**config.mk**
```make
export PLATFORM = sky130hd
export DESIGN_NAME = ifetch_buf
export DESIGN_NICKNAME = d
export VERILOG_FILES = /design/src/rtl/ifetch_buf.sv
export SDC_FILE = /design/constraint.sdc
export NUM_CORES = 1
export LEC_CHECK = 0
export CORE_UTILIZATION = 30
export CTS_BUF_LIST = sky130_fd_sc_hd__clkbuf_8
export DETAILED_ROUTE_END_ITERATION = 12
export GPL_TIMING_DRIVEN = 0
export PLACE_DENSITY = 0.47
export SYNTH_ARGS = -nofsm -noshare
export SYNTH_HDL_FRONTEND = slang
export SYNTH_SLANG_ARGS = --single-unit
```
**constraint.sdc**
```tcl
create_clock -name clk -period 6.5 [get_ports clk]
set_input_delay 0.975 -clock clk [delete_from_list [all_inputs] [get_ports clk]]
set_output_delay 0.975 -clock clk [all_outputs]
set_load 0.05 [all_outputs]
```
**src/rtl/ifetch_buf.sv**
```systemverilog
// ifetch_buf: in-order instruction-fetch buffer between the PC register and decode.
// Tags each returning instruction with its PC; a redirect empties the buffer and drops in-flight responses.
module ifetch_buf #(
  parameter int WIDTH = 32,
  parameter int DEPTH = 4
) (
  input  logic             clk,
  input  logic             rst,
  input  logic [WIDTH-1:0] pc_i,
  output logic             pc_en_o,
  output logic             imem_req_o,
  output logic [WIDTH-1:0] imem_addr_o,
  input  logic             imem_gnt_i,
  input  logic             imem_rvalid_i,
  input  logic [WIDTH-1:0] imem_rdata_i,
  input  logic             flush_i,
  output logic             id_valid_o,
  input  logic             id_ready_i,
  output logic [WIDTH-1:0] id_instr_o,
  output logic [WIDTH-1:0] id_pc_o
);
  localparam int PW = $clog2(DEPTH);
  localparam int CW = $clog2(DEPTH + 1);
  localparam logic [CW-1:0] CNT_FULL = CW'(DEPTH);

  logic [WIDTH-1:0] pc_q    [DEPTH];
  logic [WIDTH-1:0] instr_q [DEPTH];
  logic [DEPTH-1:0] filled_q;
  logic [PW-1:0]    alloc_ptr_q, fill_ptr_q, rd_ptr_q;
  logic [CW-1:0]    alloc_cnt_q, pending_q, drop_cnt_q;
  logic             run_q;
  logic             grant, fill, drop, pop;

  // Handshakes: a transfer happens at a posedge where both sides are high. imem_gnt_i
  // accepts imem_req_o (request side only; responses are unconditional), id_ready_i
  // accepts id_valid_o. Neither valid waits on its ready.
  assign imem_req_o  = run_q & ~flush_i & (alloc_cnt_q < CNT_FULL) & (pending_q < CNT_FULL);
  assign imem_addr_o = pc_i;
  assign grant       = imem_req_o & imem_gnt_i;
  assign pc_en_o     = grant;

  // Responses owed to requests made before the last redirect are discarded first.
  assign drop = imem_rvalid_i & (drop_cnt_q != '0);
  assign fill = imem_rvalid_i & (drop_cnt_q == '0);

  assign id_valid_o = (alloc_cnt_q != '0) & filled_q[rd_ptr_q];
  assign pop        = id_valid_o & id_ready_i;
  assign id_instr_o = instr_q[rd_ptr_q];
  assign id_pc_o    = pc_q[rd_ptr_q];

  always_ff @(posedge clk or negedge rst) begin
    if (!rst) begin
      run_q       <= 1'b0;
      alloc_ptr_q <= '0;
      fill_ptr_q  <= '0;
      rd_ptr_q    <= '0;
      alloc_cnt_q <= '0;
      pending_q   <= '0;
      drop_cnt_q  <= '0;
      filled_q    <= '0;
      for (int i = 0; i < DEPTH; i++) begin
        pc_q[i]    <= '0;
        instr_q[i] <= '0;
      end
    end else begin
      run_q     <= 1'b1;
      pending_q <= pending_q + CW'(grant) - CW'(imem_rvalid_i);
      if (flush_i) begin
        // Everything still owed by memory after this cycle becomes a drop.
        alloc_ptr_q <= '0;
        fill_ptr_q  <= '0;
        rd_ptr_q    <= '0;
        alloc_cnt_q <= '0;
        filled_q    <= '0;
        drop_cnt_q  <= pending_q - CW'(imem_rvalid_i);
      end else begin
        alloc_cnt_q <= alloc_cnt_q + CW'(grant) - CW'(pop);
        if (pop) rd_ptr_q <= rd_ptr_q + PW'(1);
        if (drop) drop_cnt_q <= drop_cnt_q - CW'(1);
        if (fill) begin
          instr_q[fill_ptr_q]  <= imem_rdata_i;
          filled_q[fill_ptr_q] <= 1'b1;
          fill_ptr_q           <= fill_ptr_q + PW'(1);
        end
        if (grant) begin
          pc_q[alloc_ptr_q]     <= pc_i;
          filled_q[alloc_ptr_q] <= 1'b0;
          alloc_ptr_q           <= alloc_ptr_q + PW'(1);
        end
      end
    end
  end
endmodule

```
==> impl_metrics.yaml <==
power:
  p_sw_mw: 2.07
  p_leak_nw: 7.36
  seq_power_share_pct: 38.1
  powerDensity_nw_per_um2: 375
  p_clk_share_pct: 27.0
  vdd_ir_drop_max_mv: 0.150
  p_comb_share_pct: 34.9
  fin_total_pwr_mw: 5.95
  internal_power_mw: 3.87
  p_sw_share_pct: 34.9
placement:
  port_buffers: 167
  placed_area_um2: 14900
  hpwl_um: 18900
  gp_congestion: 0.701
  dp_cells: 1472
route:
  drtIter0Drc: 266
  avgRoutedWirePerCell_um: 18.8
  drtAntennaViolNets: 0
  drt-vias-per-instance: 4.58
  wirelength_um: 29300
  drc: 0
  dr_total_vias: 7141
  dr.pass1.iters: 4
setup_path:
  crit_fanout: 10
  cp_top_family: "buffers and inverters"
  arrival_ns: 3.71
  rr_worst_depth: 12
  worstSetupPathType: "flip-flop to primary output"
  critPathSlowestCell: "clkdlybuf4s50_1"
  cp-start-kind: "flip-flop"
  path_cells: "clkbuf_1 > clkbuf_1 > buf_1 > mux4_2 > clkdlybuf4s50_1"
  ff2ff_setup_slack_ns: 3.48
  cpMostUsedCell: "clkbuf_1"
  cpPeakStageDelay_ns: 0.85
  end_kind: "primary output"
  reg2reg_to: "alloc_cnt_q[2]"
  crit_cells: 5
  reg2reg_from: "rd_ptr_q[0]"
  crit_required_ns: 5.52
  cp_num_buf_inv: 4
global_route:
  antenna_found_initial: 2
  grt_use_total_pct: 14.4
  grt_pass1_vias: 7890
  grt_max_degree: 109
  grt_remaining_overflow: 0
  grt_pass1_wl_um: 45900
clock_tree:
  clkSlewWorstSetupHoldPaths_ns: 0.06
  cts_tree: "done"
  cts_root_buffer: "clkbuf_8"
  cts_buffers: 51
  postCtsSetupBuffers: 0
  insertion_delay_ns: 0.61
  clockBufferDepth: 3
  cts.repair.resized: 0
  postCtsHoldBufs: 0
  cts.sinks: 276
  htree_levels: 2
yosys:
  ys_async_sr_fraction_pct: 100
  synth-seq-area-share_pct: 55.2
  synth-main-ff-cell: "dfrtp_1"
  avgSynthCellArea_um2: 16.2
  synth_area_um2: 12500
  syn_nets: 859
  yosysWarnings: 0
  synthDistinctLibCells: 36
  netlist_instances: 771
  ys_ff_latch: 276
  synth-edff-count: 0
timing:
  hold_viol_final: 0
  rsz0062_at_grt: "false"
  slew-limit-headroom_pct: 41.1
  max_slew.worst_pin.slew_ns: 0.884
  finalCritPeriodShare_pct: 72.0
  fin_skew_ns: 0.00691
  finalSetupViolCount: 0
  drv_slew: 0
  fmax_mhz: 214
  period_needed_ns: 4.68
floorplanning:
  die_h_um: 206
  dieWidth_um: 206
  coreArea_um2: 40900
  dieArea_um2: 42500
  io_pins: 169
  rows: 74
  start_util_pct: 30.6
layout:
  fill_cells: 3926
  layout-drive-gt1-share_pct: 45.0
  multi_input_area_um2: 5010
  diodes: 0
  area_growth_pct: 27.0
  regArea_um2: 6910
  final_nets: 1081
  final_cells: 1559
  layout_common_cells: "dfrtp_1, mux2_2, clkdlybuf4s50_1"
  final_area_um2: 15900
  layout_commonest_cell: "dfrtp_1"
run:
  drv_cap: 0
hold_path:
  hold_path.class: "input pin to asynchronous set/reset pin"
run_status:
  status: "completed"
stage by stage:
step / utilization (%) / hold WS [ns] / worst slack [ns] / setup TNS (ns)
after global placement: 36.3 / 0.483 / -8.59 / -2356.92
after detailed placement: 36.4 / 0.487 / 2.16 / 0
final: 38.8 / 0.338 / 1.82 / 0
after CTS: 38.8 / 0.325 / 1.68 / 0
after floorplan: - / 0.474 / 2.78 / 0
after global routing: 38.8 / 0.339 / 1.60 / 0
power groups by stage:
stage | Clock, mW | Sequential (mW) | Combinational (mW)
final | 1.61 | 2.26 | 2.08
after global routing | 1.77 | 2.31 | 2.20
after global placement | 0 | 2.30 | 2.09
after CTS | 1.69 | 2.27 | 2.11
after floorplan | 0 | 2.23 | 1.47
after detailed placement | 0 | 2.29 | 2.10
synth_stat cells (3+ instances only):
library cell	count	area [um^2]
mux2i_1	3	30.0
ha_1	16	200
xnor2_1	3	26.3
inv_1	16	60.1
buf_2	19	95.1
mux2_2	259	2920
dfrtp_1	276	6910
clkbuf_1	8	30.0
a21boi_0	5	37.5
buf_4	32	240
buf_6	12	135
mux4_2	64	1440
o21ai_0	5	25.0
buf_1	4	15.0
nor2_1	9	33.8
nand2_1	11	41.3
nand3_2	4	40.0
registers in the layout, summed over array words and instances, names as in the netlist:
signal / flops
rd_ptr_q: 2
pending_q: 3
fill_ptr_q: 2
alloc_ptr_q: 2
filled_q: 4
drop_cnt_q: 3
pc_q: 128
instr_q: 128
alloc_cnt_q: 3
run_q: 1
final cells by class:
type | count | area share [%]
buffer | 76 | 3.33
sequential | 276 | 43.5
inverter | 16 | 0.378
clock inverter | 26 | 0.851
timing repair buffer | 169 | 10.9
clock buffer | 61 | 5.29
tap | 532 | 4.19
multi-input combinational | 403 | 31.5
metal layers:
layer,vias to the layer above,track usage [%],share of wire (%)
li1,3247,-,-
met1,3693,19.2,46
met2,147,22.3,46
met3,50,4.26,5.3
met4,4,4.86,2.1
met5,-,0,0.10
cell families (layout without fill, tap and decap cells):
family,after synthesis,in the layout,synth area share (%)
xor gates and xnor gates,5,5,0.350
other,1,1,0.0300
AOI/OAI and AO/OA,17,17,0.881
DFF,276,276,55.2
and+or+nand+nor,36,36,1.77
buffers and inverters,92,348,4.71
adders and majority gates,18,18,1.92
muxes,326,326,35.1
how the worst max path moves through the flow:
stage                     endpoint   startpoint
finish                 id_pc_o[14]  rd_ptr_q[1]
global route            id_pc_o[1]  rd_ptr_q[1]
CTS                    id_pc_o[26]  rd_ptr_q[1]
detailed placement         pc_en_o      flush_i
global placement          pc_q[53]          rst
floorplan           alloc_cnt_q[2]      flush_i
Power figures use the tool's default switching activity.
